### src/rtl/pipe_pkg.sv
// Shared pipeline-control types: branch FSM states, forwarding select codes,
// shadow destination record, and instruction field positions.
package pipe_pkg;

  localparam int PIPE_RA_W = 5;

  typedef enum logic [1:0] {
    IDLE     = 2'd0,
    BR_EX    = 2'd1,
    BR_FLUSH = 2'd2
  } br_state_t;

  localparam logic [1:0] FWD_RF    = 2'd0;
  localparam logic [1:0] FWD_EXMEM = 2'd1;
  localparam logic [1:0] FWD_MEMWB = 2'd2;

  typedef struct packed {
    logic                 valid;
    logic                 wr_en;
    logic [PIPE_RA_W-1:0] rd;
    logic                 is_load;
  } shadow_t;

  localparam shadow_t SHADOW_NONE = '0;

  localparam logic [31:0] NOP = 32'h0000_0000;
  localparam int OP_HI = 31;
  localparam int OP_LO = 26;
  localparam int RS_HI = 25;
  localparam int RS_LO = 21;
  localparam int RT_HI = 20;
  localparam int RT_LO = 16;
  localparam int RD_HI = 15;
  localparam int RD_LO = 11;

endpackage

### src/rtl/hazard_match.sv
// Compares one ID source register against one in-flight destination record.
// Register 0 is hardwired to zero and never matches.
module hazard_match
  import pipe_pkg::*;
#(
  parameter int RA_W = PIPE_RA_W
) (
  input  logic            i_valid,
  input  logic            i_wr_en,
  input  logic [RA_W-1:0] i_reg,
  input  logic [RA_W-1:0] i_src,
  input  logic            i_use,
  output logic            o_match
);

  assign o_match = i_valid & i_wr_en & i_use & (i_reg != '0) & (i_reg == i_src);

endmodule

### src/rtl/hazard_sched.sv
// Hazard scheduler for the 5-stage pipeline: load-use/RAW stalls, branch hold
// and flush, forwarding selects. HAZ_PERF_CNT_EN adds stall/flush counters.
//
// state    | meaning
// IDLE     | no branch in flight; only data hazards stall
// BR_EX    | branch in EX awaiting resolution; fetch held
// BR_FLUSH | taken branch redirected; squashed slot bubbles into EX
module hazard_sched
  import pipe_pkg::*;
#(
  parameter int RA_W       = PIPE_RA_W,
  parameter bit FWD_EN_DEF = 1'b1
) (
  input  logic            clock,
  input  logic            reset,
  input  logic            id_valid,
  input  logic [RA_W-1:0] id_rs,
  input  logic [RA_W-1:0] id_rt,
  input  logic            id_use_rs,
  input  logic            id_use_rt,
  input  logic            id_wr_en,
  input  logic [RA_W-1:0] id_wr_reg,
  input  logic            id_is_load,
  input  logic            id_is_branch,
  input  logic            ex_br_resolved,
  input  logic            ex_br_taken,
  output logic            stall_if,
  output logic            bubble_ex,
  output logic            flush_ifid,
  output logic            pc_redirect,
`ifdef HAZ_PERF_CNT_EN
  output logic [31:0]     perf_stall_cnt,
  output logic [15:0]     perf_flush_cnt,
`endif
  output logic [1:0]      fwd_a_sel,
  output logic [1:0]      fwd_b_sel
);

  // WB writes reach readers through register-file write-before-read, so only
  // the EX and MEM records take part in any decision. RA_W must equal PIPE_RA_W.
  shadow_t   r_ex, r_mem;
  br_state_t r_state, w_state_nxt;
  logic [1:0] r_fwd_a, r_fwd_b, w_fwd_a, w_fwd_b;
  logic w_ex_rs, w_ex_rt, w_mem_rs, w_mem_rt;
  logic w_lu, w_raw, w_data_stall;
  logic w_stall, w_bubble, w_flush;

  hazard_match #(.RA_W(RA_W)) u_ex_rs (
    .i_valid(r_ex.valid), .i_wr_en(r_ex.wr_en), .i_reg(r_ex.rd),
    .i_src(id_rs), .i_use(id_use_rs), .o_match(w_ex_rs));
  hazard_match #(.RA_W(RA_W)) u_ex_rt (
    .i_valid(r_ex.valid), .i_wr_en(r_ex.wr_en), .i_reg(r_ex.rd),
    .i_src(id_rt), .i_use(id_use_rt), .o_match(w_ex_rt));
  hazard_match #(.RA_W(RA_W)) u_mem_rs (
    .i_valid(r_mem.valid), .i_wr_en(r_mem.wr_en), .i_reg(r_mem.rd),
    .i_src(id_rs), .i_use(id_use_rs), .o_match(w_mem_rs));
  hazard_match #(.RA_W(RA_W)) u_mem_rt (
    .i_valid(r_mem.valid), .i_wr_en(r_mem.wr_en), .i_reg(r_mem.rd),
    .i_src(id_rt), .i_use(id_use_rt), .o_match(w_mem_rt));

  always_comb begin
    w_lu         = r_ex.is_load & (w_ex_rs | w_ex_rt);
    w_raw        = FWD_EN_DEF ? 1'b0 : (w_ex_rs | w_ex_rt | w_mem_rs | w_mem_rt);
    w_data_stall = w_lu | w_raw;
  end

  always_comb begin
    w_state_nxt = r_state;
    w_stall     = 1'b0;
    w_bubble    = 1'b0;
    w_flush     = 1'b0;
    case (r_state)
      IDLE: begin
        w_stall  = w_data_stall;
        w_bubble = w_data_stall;
        if (id_valid && id_is_branch && !w_data_stall) w_state_nxt = BR_EX;
      end
      BR_EX: begin
        w_stall  = 1'b1;
        w_bubble = 1'b1;
        if (ex_br_resolved) begin
          if (ex_br_taken) begin
            w_flush     = 1'b1;
            w_state_nxt = BR_FLUSH;
          end else begin
            w_state_nxt = IDLE;
          end
        end
      end
      BR_FLUSH: begin
        w_bubble    = 1'b1;
        w_state_nxt = IDLE;
      end
      default: w_state_nxt = IDLE;
    endcase
    // Reset abandons any branch or stall in progress without flushing.
    if (reset) begin
      w_stall     = 1'b0;
      w_bubble    = 1'b0;
      w_flush     = 1'b0;
      w_state_nxt = IDLE;
    end
  end

  always_comb begin
    w_fwd_a = FWD_RF;
    w_fwd_b = FWD_RF;
    if (FWD_EN_DEF) begin
      if (w_ex_rs)       w_fwd_a = FWD_EXMEM;
      else if (w_mem_rs) w_fwd_a = FWD_MEMWB;
      if (w_ex_rt)       w_fwd_b = FWD_EXMEM;
      else if (w_mem_rt) w_fwd_b = FWD_MEMWB;
    end
  end

  always_ff @(posedge clock) begin
    if (reset) begin
      r_state <= IDLE;
      r_ex    <= SHADOW_NONE;
      r_mem   <= SHADOW_NONE;
      r_fwd_a <= FWD_RF;
      r_fwd_b <= FWD_RF;
    end else begin
      r_state <= w_state_nxt;
      r_mem   <= r_ex;
      if (w_bubble) begin
        r_ex    <= SHADOW_NONE;
        r_fwd_a <= FWD_RF;
        r_fwd_b <= FWD_RF;
      end else begin
        r_ex    <= '{valid: id_valid, wr_en: id_wr_en, rd: id_wr_reg, is_load: id_is_load};
        r_fwd_a <= w_fwd_a;
        r_fwd_b <= w_fwd_b;
      end
    end
  end

  assign stall_if    = w_stall;
  assign bubble_ex   = w_bubble;
  assign flush_ifid  = w_flush;
  assign pc_redirect = w_flush;
  assign fwd_a_sel   = r_fwd_a;
  assign fwd_b_sel   = r_fwd_b;

`ifdef HAZ_PERF_CNT_EN
  logic [31:0] r_stall_cnt;
  logic [15:0] r_flush_cnt;

  always_ff @(posedge clock) begin
    if (reset) begin
      r_stall_cnt <= '0;
      r_flush_cnt <= '0;
    end else begin
      r_stall_cnt <= r_stall_cnt + {31'd0, w_stall};
      r_flush_cnt <= r_flush_cnt + {15'd0, w_flush};
    end
  end

  assign perf_stall_cnt = r_stall_cnt;
  assign perf_flush_cnt = r_flush_cnt;
`endif

endmodule

### config.mk
export PLATFORM = sky130hd
export DESIGN_NAME = hazard_sched
export DESIGN_NICKNAME = d
export VERILOG_FILES = /design/src/rtl/pipe_pkg.sv /design/src/rtl/hazard_match.sv /design/src/rtl/hazard_sched.sv
export SDC_FILE = /design/constraint.sdc
export NUM_CORES = 1
export LEC_CHECK = 0
export CORE_MARGIN = 2
export CORE_UTILIZATION = 30
export CTS_CLUSTER_SIZE = 30
export DETAILED_ROUTE_END_ITERATION = 10
export GPL_ROUTABILITY_DRIVEN = 0
export PLACE_DENSITY = 0.61
export SETUP_SLACK_MARGIN = 0.15
export SLEW_MARGIN = 20
export SYNTH_ARGS = -nofsm -noshare
export SYNTH_HDL_FRONTEND = slang
export SYNTH_HIERARCHICAL = 1
export SYNTH_SLANG_ARGS = --single-unit
### constraint.sdc
create_clock -name clock -period 5.2 [get_ports clock]
set_clock_uncertainty 0.1 [all_clocks]
set_input_delay 1.56 -clock clock [delete_from_list [all_inputs] [get_ports clock]]
set_output_delay 1.56 -clock clock [all_outputs]
set_load 0.05 [all_outputs]
==> key figures, run 1 <==
GRT
  – GR Overflow Total: 0
  – Largest net degree at the start of global routing: 23
  – First-pass GRT wire length: 3870 um
  – GRT Util Overall: 0.121
  – Vias in the first global route: 836
  – Initial antenna violation count: 0

Synthesis
  – Post-Synthesis Cell Area: 0.00102 sq mm
  – Ys Warns: 6
  – Ys async rst share: 0
  – #FFs+latches synth: 21
  – Syn_area_per_cell: 9.88 sq um
  – Seq/Total Area, Yosys: 0.413
  – Distinct cell type count after synthesis: 22
  – Synth Instances: 103
  – Post-synth EDFFs: 0
  – Syn_nets: 131
  – Most used DFF post-synth: dfxtp_1

Timing
  – Period utilization: 0.947
  – Tmin final: 4.93 ns
  – Setup violators final: 0
  – Peak Freq: 203 MHz
  – Final hold viol count: 0
  – Slew HR: 0.662
  – Slew Limit Fails: 0
  – Hold Slack: 0.395 ns
  – Setup_tns: 0 ns
  – RSZ-0062 raised after global routing: no
  – Least-Margin Pin Slew: 0.506 ns

Worst setup path
  – WP buf/inv: 2
  – Cell family with most CP delay: buffers and inverters
  – Endpoint type of the worst setup path: output pin
  – Crit path max-delay cell type: clkdlybuf4s50_1
  – CP peak stage delay: 0.53 ns
  – Worst-path fanout max: 4
  – WP data required: 3.54 ns
  – WP data arrival: 3.27 ns
  – Crit Path Class: in -> out
  – CP Cell Sequence: clkdlybuf4s50_1 -> xnor2_1 -> nand4_1 -> nor3_2 -> o211a_1 -> o21ba_2 -> and2_1 -> buf_12
  – Setup crit start kind: primary input

Final layout
  – Area grow syn2layout: 45.0%
  – Most common cell after layout, fill and taps aside: clkdlybuf4s50_1
  – Share of layout cells above drive strength 1: 0.108
  – Fillcell total: 314
  – Commonest non-fill, non-tap cells in the layout: 28 x clkdlybuf4s50_1, 21 x dfxtp_1, 20 x xnor2_1, 10 x nor3b_1
  – Nets: 168
  – N_diodes: 0

Route
  – Drt pass-1 iters: 4
  – Iter 0 DRT Violations: 21
  – DR WL/cell: 12.6 um
  – Routed WL: 2320 um
  – Routed vias: 860
  – Vias per cell: 4.65
  – Drt drc: 0
  – Post-route ant nets: 0

Power and ir drop
  – Combinational Power Share: 0.317
  – Sw Ratio: 0.299
  – Clock share of power: 0.192
  – Sequential fraction of design power: 0.490
  – Maximum VDD drop: 0.0000954 V
  – Pint: 0.000272 W
  – Sw Pwr: 0.000116 W
  – P per Cell Area: 263 mW/mm^2
  – Leak Pwr: 0.516 nW
  – Power Total: 0.000388 W

Clock tree
  – Clk Latency, worst-skew pair: 0.29 ns
  – Max Root-Sink Buffers: 2
  – H-tree depth: 1
  – CTS Root Cell: clkbuf_4
  – CTS sink count: 21
  – Total CTS buffers: 3
  – CTS tree: built
  – Post-CTS Setup Inserts: 0
  – Clock transition at the registers of the reported paths: 0.11 ns

Die
  – Initial cell density of the core: 0.310
  – Core Region: 0.00328 sq mm
  – I/O pin total: 33
  – Die area: 0.00387 sq mm
  – Die width: 62.2 um
  – Row count: 21
  – Die Span Y: 62.2 um

Place
  – Detailed placement HPWL: 1810 um
  – I/O Buffers: 32

Run status
  – Outcome: completed

Hold path
  – Worst min path class: reg -> reg

Run
  – MaxCap Viol Count: 0
-- worst reg2reg max path, stage by stage, from the launching register on --
cell and delay, ns:
dfxtp_1 0.37, or4_1 0.53, nor2_1 0.16, nor3_2 0.08, o211a_1 0.25, o21ba_2 0.21, buf_4 0.17, nor4b_1 0.27
-- area by class of cell --
| type | instances | area [sq um] | area share |
|---|---|---|---|
| timing repair buffer | 36 | 390 | 0.265 |
| multi-input combinational | 75 | 569 | 0.386 |
| sequential | 21 | 420 | 0.285 |
| tap | 46 | 57.6 | 0.0390 |
| clock buffer | 4 | 26.3 | 0.0178 |
| inverter | 3 | 11.3 | 0.00763 |
-- cells in the mapped netlist, types with 2 or more instances --
master     n  area, sq um
xnor2_1   20          175
nand4_1    8         50.1
nor3b_1   10         75.1
or4_1      5         37.5
clkbuf_1   2         7.51
nor3_1     5         25.0
nor2_1     6         22.5
ha_1       3         37.5
nor4b_1    2         17.5
dfxtp_1   21          420
inv_1      3         11.3
nor2b_1    8         50.1
-- state kept, by name, indices dropped and copies added, names as in the netlist --
signal     flops
fwd_a_sel      2
fwd_b_sel      2
r_ex           8
r_mem          7
r_state        2
-- stage by stage --
| stage | cell area, sq um | std cells | util | setup WS (ns) |
|---|---|---|---|---|
| after floorplan | 1020 | 103 | - | 0.604 |
| after global placement | 1440 | 181 | 0.438 | 0.296 |
| after detailed placement | 1440 | 181 | 0.438 | 0.232 |
| after CTS | 1470 | 185 | 0.446 | 0.221 |
| after global routing | 1480 | 185 | 0.449 | 0.147 |
| final | 1480 | 185 | 0.449 | 0.275 |
-- repair_timing --
item | in CTS | in global routing
gates resized for setup | 0 | 2
hold buffers | 0 | 0
setup endpoints to repair | 0 | 1
-- layer usage --
layer / GRT usage / routed length [um] / vias up
li1: - / - / 438
met1: 0.169 / 1170 / 401
met2: 0.183 / 1050 / 21
met3: 0.0217 / 100 / 0
met4: 0.0500 / 0 / 0
met5: 0 / 0 / -
-- power groups by stage --
stage               Sequential [W]  Combinational [W]  Clock [W]
floorplan                 0.000190          0.0000780          0
global placement          0.000194           0.000121          0
detailed placement        0.000194           0.000121          0
CTS                       0.000190           0.000122  0.0000776
global route              0.000193           0.000133  0.0000861
finish                    0.000190           0.000123  0.0000745
-- cell families (layout without fill, tap and decap cells) --
logic type / Yosys count / count (layout) / share of synthesized area
flops: 21 / 21 / 0.413
compound gates: 5 / 5 / 0.0455
simple gates: 47 / 47 / 0.295
fa+ha+maj: 3 / 3 / 0.0369
xor+xnor: 20 / 20 / 0.172
buf+inv: 7 / 43 / 0.0369
-- final timing paths --
path / from / to / slack, ns / cells past startpoint
hold reg to reg: r_ex[7] / r_mem[7] / 0.39 / 1
setup reg to reg: r_ex[2] / fwd_b_sel[1] / 2.96 / 7
hold / removal: r_ex[7] / r_mem[7] / 0.39 / 1
setup / recovery: id_rs[2] / bubble_ex / 0.27 / 8
(Power assumes the default switching activity.)
==> inputs of run 2 (changes only) <==
Settings changed: CORE_ASPECT_RATIO set to 1.5.
==> run 2 against run 1 <==
Net effect:
- die area increased by 0.25%
- combinational power about the same
- non-clock buffer count decreased by 1
- utilization increased by 1.5 points
- largest power group unchanged
- clock-buffer cell count unchanged
- critical path type unchanged
- critical path depth unchanged
==> key figures, run 2 (synthesis results as in run 1) <==
GRT
  – GR Overflow Total: 0
  – Largest net degree at the start of global routing: 13
  – GRT Util Overall: 0.131
  – Vias in the first global route: 914
  – Initial antenna violation count: 0
  – First-pass GRT wire length: 3880 um

Die
  – Die area: 0.00388 sq mm
  – Core Region: 0.00319 sq mm
  – Die width: 51.5 um
  – Initial cell density of the core: 0.319
  – Row count: 25
  – I/O pin total: 33
  – Die Span Y: 75.3 um

Final layout
  – Fillcell total: 324
  – Top Registers: r_ex: 8 flops, r_mem: 7 flops
  – Max reg flops: 8
  – Most common cell after layout, fill and taps aside: clkdlybuf4s50_1
  – N_diodes: 0
  – Area grow syn2layout: 45.6%
  – Commonest non-fill, non-tap cells in the layout: 28 x clkdlybuf4s50_1, 21 x dfxtp_1, 20 x xnor2_1, 10 x nor3b_1
  – Nets: 167
  – Sequential Area: 420 sq um
  – Multi-input gate area: 572 sq um
  – Biggest register: r_ex
  – Fin cells: 178
  – Share of layout cells above drive strength 1: 0.109

Hold path
  – Hold wc startpoint: r_ex[7]
  – Worst min path class: reg -> reg
  – Hold path depth: 1
  – Hold Crit Endpoint: r_mem[7]

Timing
  – RSZ-0062 raised after global routing: no
  – Tmin final: 4.93 ns
  – Setup_tns: 0 ns
  – Slew Limit Fails: 0
  – Peak Freq: 203 MHz
  – Setup violators final: 0
  – Slew HR: 0.658
  – Period utilization: 0.948
  – Least-Margin Pin Slew: 0.512 ns
  – Final hold viol count: 0
  – Hold Slack: 0.386 ns

Clock tree
  – Total CTS buffers: 3
  – Clk Latency, worst-skew pair: 0.25 ns
  – CTS Root Cell: clkbuf_8
  – H-tree depth: 1
  – Max Root-Sink Buffers: 2
  – CTS tree: built
  – Clock transition at the registers of the reported paths: 0.07 ns
  – CTS sink count: 21
  – Hold-fix buffers, CTS: 0

Route
  – DR WL/cell: 12.4 um
  – Post-route ant nets: 0
  – Iter 0 DRT Violations: 13
  – Routed vias: 828
  – Routed WL: 2210 um
  – Drt drc: 0
  – Drt pass-1 iters: 4
  – Vias per cell: 4.65

Place
  – I/O Buffers: 32
  – Dpl cells: 173
  – Detailed placement HPWL: 1760 um

Run status
  – Outcome: completed

Worst setup path
  – WP data required: 3.54 ns
  – Crit Path Class: in -> out
  – Worst-path fanout max: 3
  – WP data arrival: 3.27 ns
  – Worst reg2reg path depth: 7
  – Endpoint type of the worst setup path: output pin
  – R2r setup slk: 2.90 ns
  – FF-to-FF Start: r_ex[2]
  – Crit Reg-Reg Endpoint: r_state[1]
  – CP peak stage delay: 0.51 ns
  – CP Cell Sequence: clkdlybuf4s50_1 -> xnor2_1 -> nand4_1 -> nor3_2 -> o211a_1 -> o21ba_2 -> and2_4 -> buf_12
  – Crit path max-delay cell type: clkdlybuf4s50_1
  – Setup crit start kind: primary input

Power and ir drop
  – P per Cell Area: 281 mW/mm^2
  – Leak Pwr: 0.520 nW
  – Maximum VDD drop: 0.000173 V

Run
  – MaxCap Viol Count: 0
==> run 2: cell count changes in the layout (fill, tap and decap cells not counted) <==
cell	change
buf_4	-1
clkbuf_4	-3
and2_4	+1
and2_1	-1
clkbuf_8	+3
==> run 2: layer usage <==
metal / GRT usage / routed length, um / vias up / part of all wire
li1: - / - / 432 / -
met1: 0.153 / 948 / 366 / 0.43
met2: 0.229 / 1060 / 26 / 0.48
met5: 0 / 0 / - / 0
met4: 0.0614 / 40 / 0 / 0.018
met3: 0.0255 / 156 / 4 / 0.071
==> run 2: power by group <==
| part | switching (W) | internal, W |
|---|---|---|
| registers | 0.0000155 | 0.000175 |
| logic | 0.0000553 | 0.0000686 |
| clock network | 0.0000469 | 0.0000544 |
| total | 0.000118 | 0.000298 |
==> run 2: how the worst max path moves through the flow <==
stage / startpoint / endpoint / slack [ns]
CTS: id_rs[2] / bubble_ex / 0.18
global route: id_rs[1] / bubble_ex / 0.18
floorplan: id_rt[2] / stall_if / 0.60
global placement: id_rs[2] / bubble_ex / 0.22
detailed placement: id_rs[2] / bubble_ex / 0.19
finish: id_rs[1] / bubble_ex / 0.27
==> run 2: per-stage QoR <==
stage               power [W]  area (sq um)  setup WS (ns)   util
finish               0.000416          1480          0.272  0.464
global route         0.000439          1480          0.181  0.464
CTS                  0.000418          1460          0.177  0.458
detailed placement   0.000316          1420          0.189  0.444
global placement     0.000314          1420          0.215  0.444
floorplan            0.000268          1020          0.604      -
==> run 2: repair_timing <==
action / in CTS / in global routing
gates resized for setup: 0 / 3
setup buffers: 0 / 1
setup endpoints to repair: 0 / 2
==> run 2: critical path: cells and delay by family <==
| family | cells | cell delay [ns] |
|---|---|---|
| compound gates | 2 | 0.35 |
| buf+inv | 2 | 0.64 |
| xor+xnor | 1 | 0.13 |
| simple gates | 3 | 0.58 |
==> run 2: area by class of cell <==
| type | instances | area share |
|---|---|---|
| repair buffers | 35 | 0.258 |
| well taps | 40 | 0.0338 |
| inverters | 3 | 0.00760 |
| flip-flops and latches | 21 | 0.284 |
| clock buffers | 4 | 0.0304 |
| multi-input cells | 75 | 0.386 |
==> patch (config.mk and constraints of run 1) <==
Re-encode `br_state_t` (3 states) as one-hot, 3 bits wide.
--- a/src/rtl/pipe_pkg.sv
+++ b/src/rtl/pipe_pkg.sv
@@ -4,10 +4,10 @@
 
   localparam int PIPE_RA_W = 5;
 
-  typedef enum logic [1:0] {
-    IDLE     = 2'd0,
-    BR_EX    = 2'd1,
-    BR_FLUSH = 2'd2
+  typedef enum logic [2:0] {
+    IDLE     = 3'b001,
+    BR_EX    = 3'b010,
+    BR_FLUSH = 3'b100
   } br_state_t;
 
   localparam logic [1:0] FWD_RF    = 2'd0;
Behaviour: same outputs for any inputs over 10 cycles, from zero or initial values and one cycle with reset high; not proved beyond that.
==> patch against run 1 <==
  * Sequential share of layout area increased by 0.45 points
  * Critical path type unchanged
  * Sequential cell count up 1
  * Synthesized area is 0.74% lower
  * Cell count is the same
  * Global-route usage is 1.2 points higher
  * Routed wire length is 4.1% higher
  * Cell area grew 3.1%
  * Worst setup slack gained 78 ps
Power is not compared: it rests on default switching activity, and its combinational part moved more than twofold at a synthesized area within 25%.
==> patch: results (changes against run 1) <==
- Async SR Flop Fraction: 0 (unchanged)
- Post-Syn Nets: 126 (was 131)
- First-pass GRT wire length: 3790 um (was 3870 um)
- Share of the yosys chip area belonging to registers: 0.436 (was 0.413)
- Largest net degree at the start of global routing: 24 (was 23)
- Fillers: 319 (was 314)
- Initial antenna violation count: 0 (unchanged)
- CP max FO: 2 (was 4)
- Share of post-route cells with drive strength above 1: 0.144 (was 0.108)
- DP HPWL: 1780 um (was 1810 um)
- Crit path max-delay family: buffers and inverters (unchanged)
- GRT Resource Usage Total: 0.133 (was 0.121)
- DRT iter0 DRCs: 69 (was 21)
- CTS H-Tree Depth: 1 (unchanged)
- Post-synth cell types: 19 (was 22)
- Dominant synthesized flop cell: dfxtp_1 (unchanged)
- Fin. max-slew vios: 0 (unchanged)
- Worst slew margin: 0.665 (was 0.662)
- Gate Count Post-Synth: 101 (was 103)
- Max incr delay on CP: 480 ps (was 530 ps)
- Place WS: 66.6 ps (was 232 ps)
- Flop-to-flop setup slack: 3030 ps (was 2960 ps)
- Vias in the first global route: 882 (was 836)
- Status: finished clean (unchanged)
- Top Registers: r_ex: 8 flops, r_mem: 7 flops, r_state: 3 flops (was r_ex: 8 flops, r_mem: 7 flops)
- DRT Wirelength: 2420 um (was 2320 um)
- Area contributors post-synth: dfxtp_1 (44%), xnor2_1 (18%), nor3b_1 (7.4%) (was dfxtp_1 (41%), xnor2_1 (17%), nor3b_1 (7.4%))
- Post-synth top cells: dfxtp_1 (22), xnor2_1 (21), nor3b_1 (10) (was dfxtp_1 (21), xnor2_1 (20), nor3b_1 (10))
- Nets: 165 (was 168)
- DR vias: 895 (was 860)
- WP data arrival: 3190 ps (was 3270 ps)
- PnR worst setup slack: 353 ps (was 275 ps)
- Worst skew pair latency: 300 ps
==> patch: cell types whose count changed after synthesis, moves of 2 or more <==
cell and delta:
ha_1 -3, nand2b_1 +3, and3_1 +2, nor2_1 -2
inv_1 -3
==> patch: layout make-up <==
cell class | instances | share of cell area
Clock buffer | 3 | 0.0148
Tap cell | 46 | 0.0378
Sequential cell | 22 | 0.289
Timing Repair Buffer | 38 | 0.263
Clock inverter | 1 | 0.0197
Multi-Input combinational cell | 75 | 0.375
==> patch: worst paths after layout <==
path                  end  startpoint  cells after the start
max             bubble_ex   id_use_rs                      7
min              r_mem[7]     r_ex[7]                      1
max reg2reg  fwd_b_sel[1]     r_ex[2]                      7
min reg2reg      r_mem[7]     r_ex[7]                      1
==> patch: cells by family after synthesis <==
logic type / after synthesis / synth area share
XOR/XNOR: 21 / 0.182
flip-flops: 22 / 0.436
AO/OA/AOI/OAI: 5 / 0.0446
AND/OR/NAND/NOR: 49 / 0.311
buffers and inverters: 4 / 0.0260
==> patch: where the power goes <==
group          switching (uW)  internal [uW]  leakage, uW
sequential               7.72            175     0.000181
clock                    47.0           77.9    0.0000279
combinational            19.4           31.3     0.000335
==> patch: stage by stage <==
| stage | cells | total power [uW] | util | hold slack [ps] | cell area, sq um |
|---|---|---|---|---|---|
| finish | 185 | 358 | 0.463 | 417 | 1520 |
| global route | 185 | 375 | 0.463 | 431 | 1520 |
| CTS | 183 | 361 | 0.455 | 409 | 1500 |
| detailed placement | 179 | 238 | 0.437 | 391 | 1440 |
| global placement | 179 | 237 | 0.437 | 381 | 1440 |
| floorplan | 101 | 210 | - | 359 | 1010 |
==> patch: per-layer routing <==
| layer | up-vias | track usage | routed length, um |
|---|---|---|---|
| li1 | 440 | - | - |
| met1 | 414 | 0.185 | 1110 |
| met2 | 35 | 0.207 | 1090 |
| met3 | 6 | 0.0124 | 177 |
| met4 | 0 | 0.0638 | 46 |
| met5 | - | 0 | 0 |
==> patch: timing repair <==
action | 4_1_cts | 5_1_grt
pin swaps | 5 | 4
buffers inserted | 0 | 2
setup endpoints to repair | 2 | 2
resized for setup | 12 | 3
hold buffers | 0 | 0
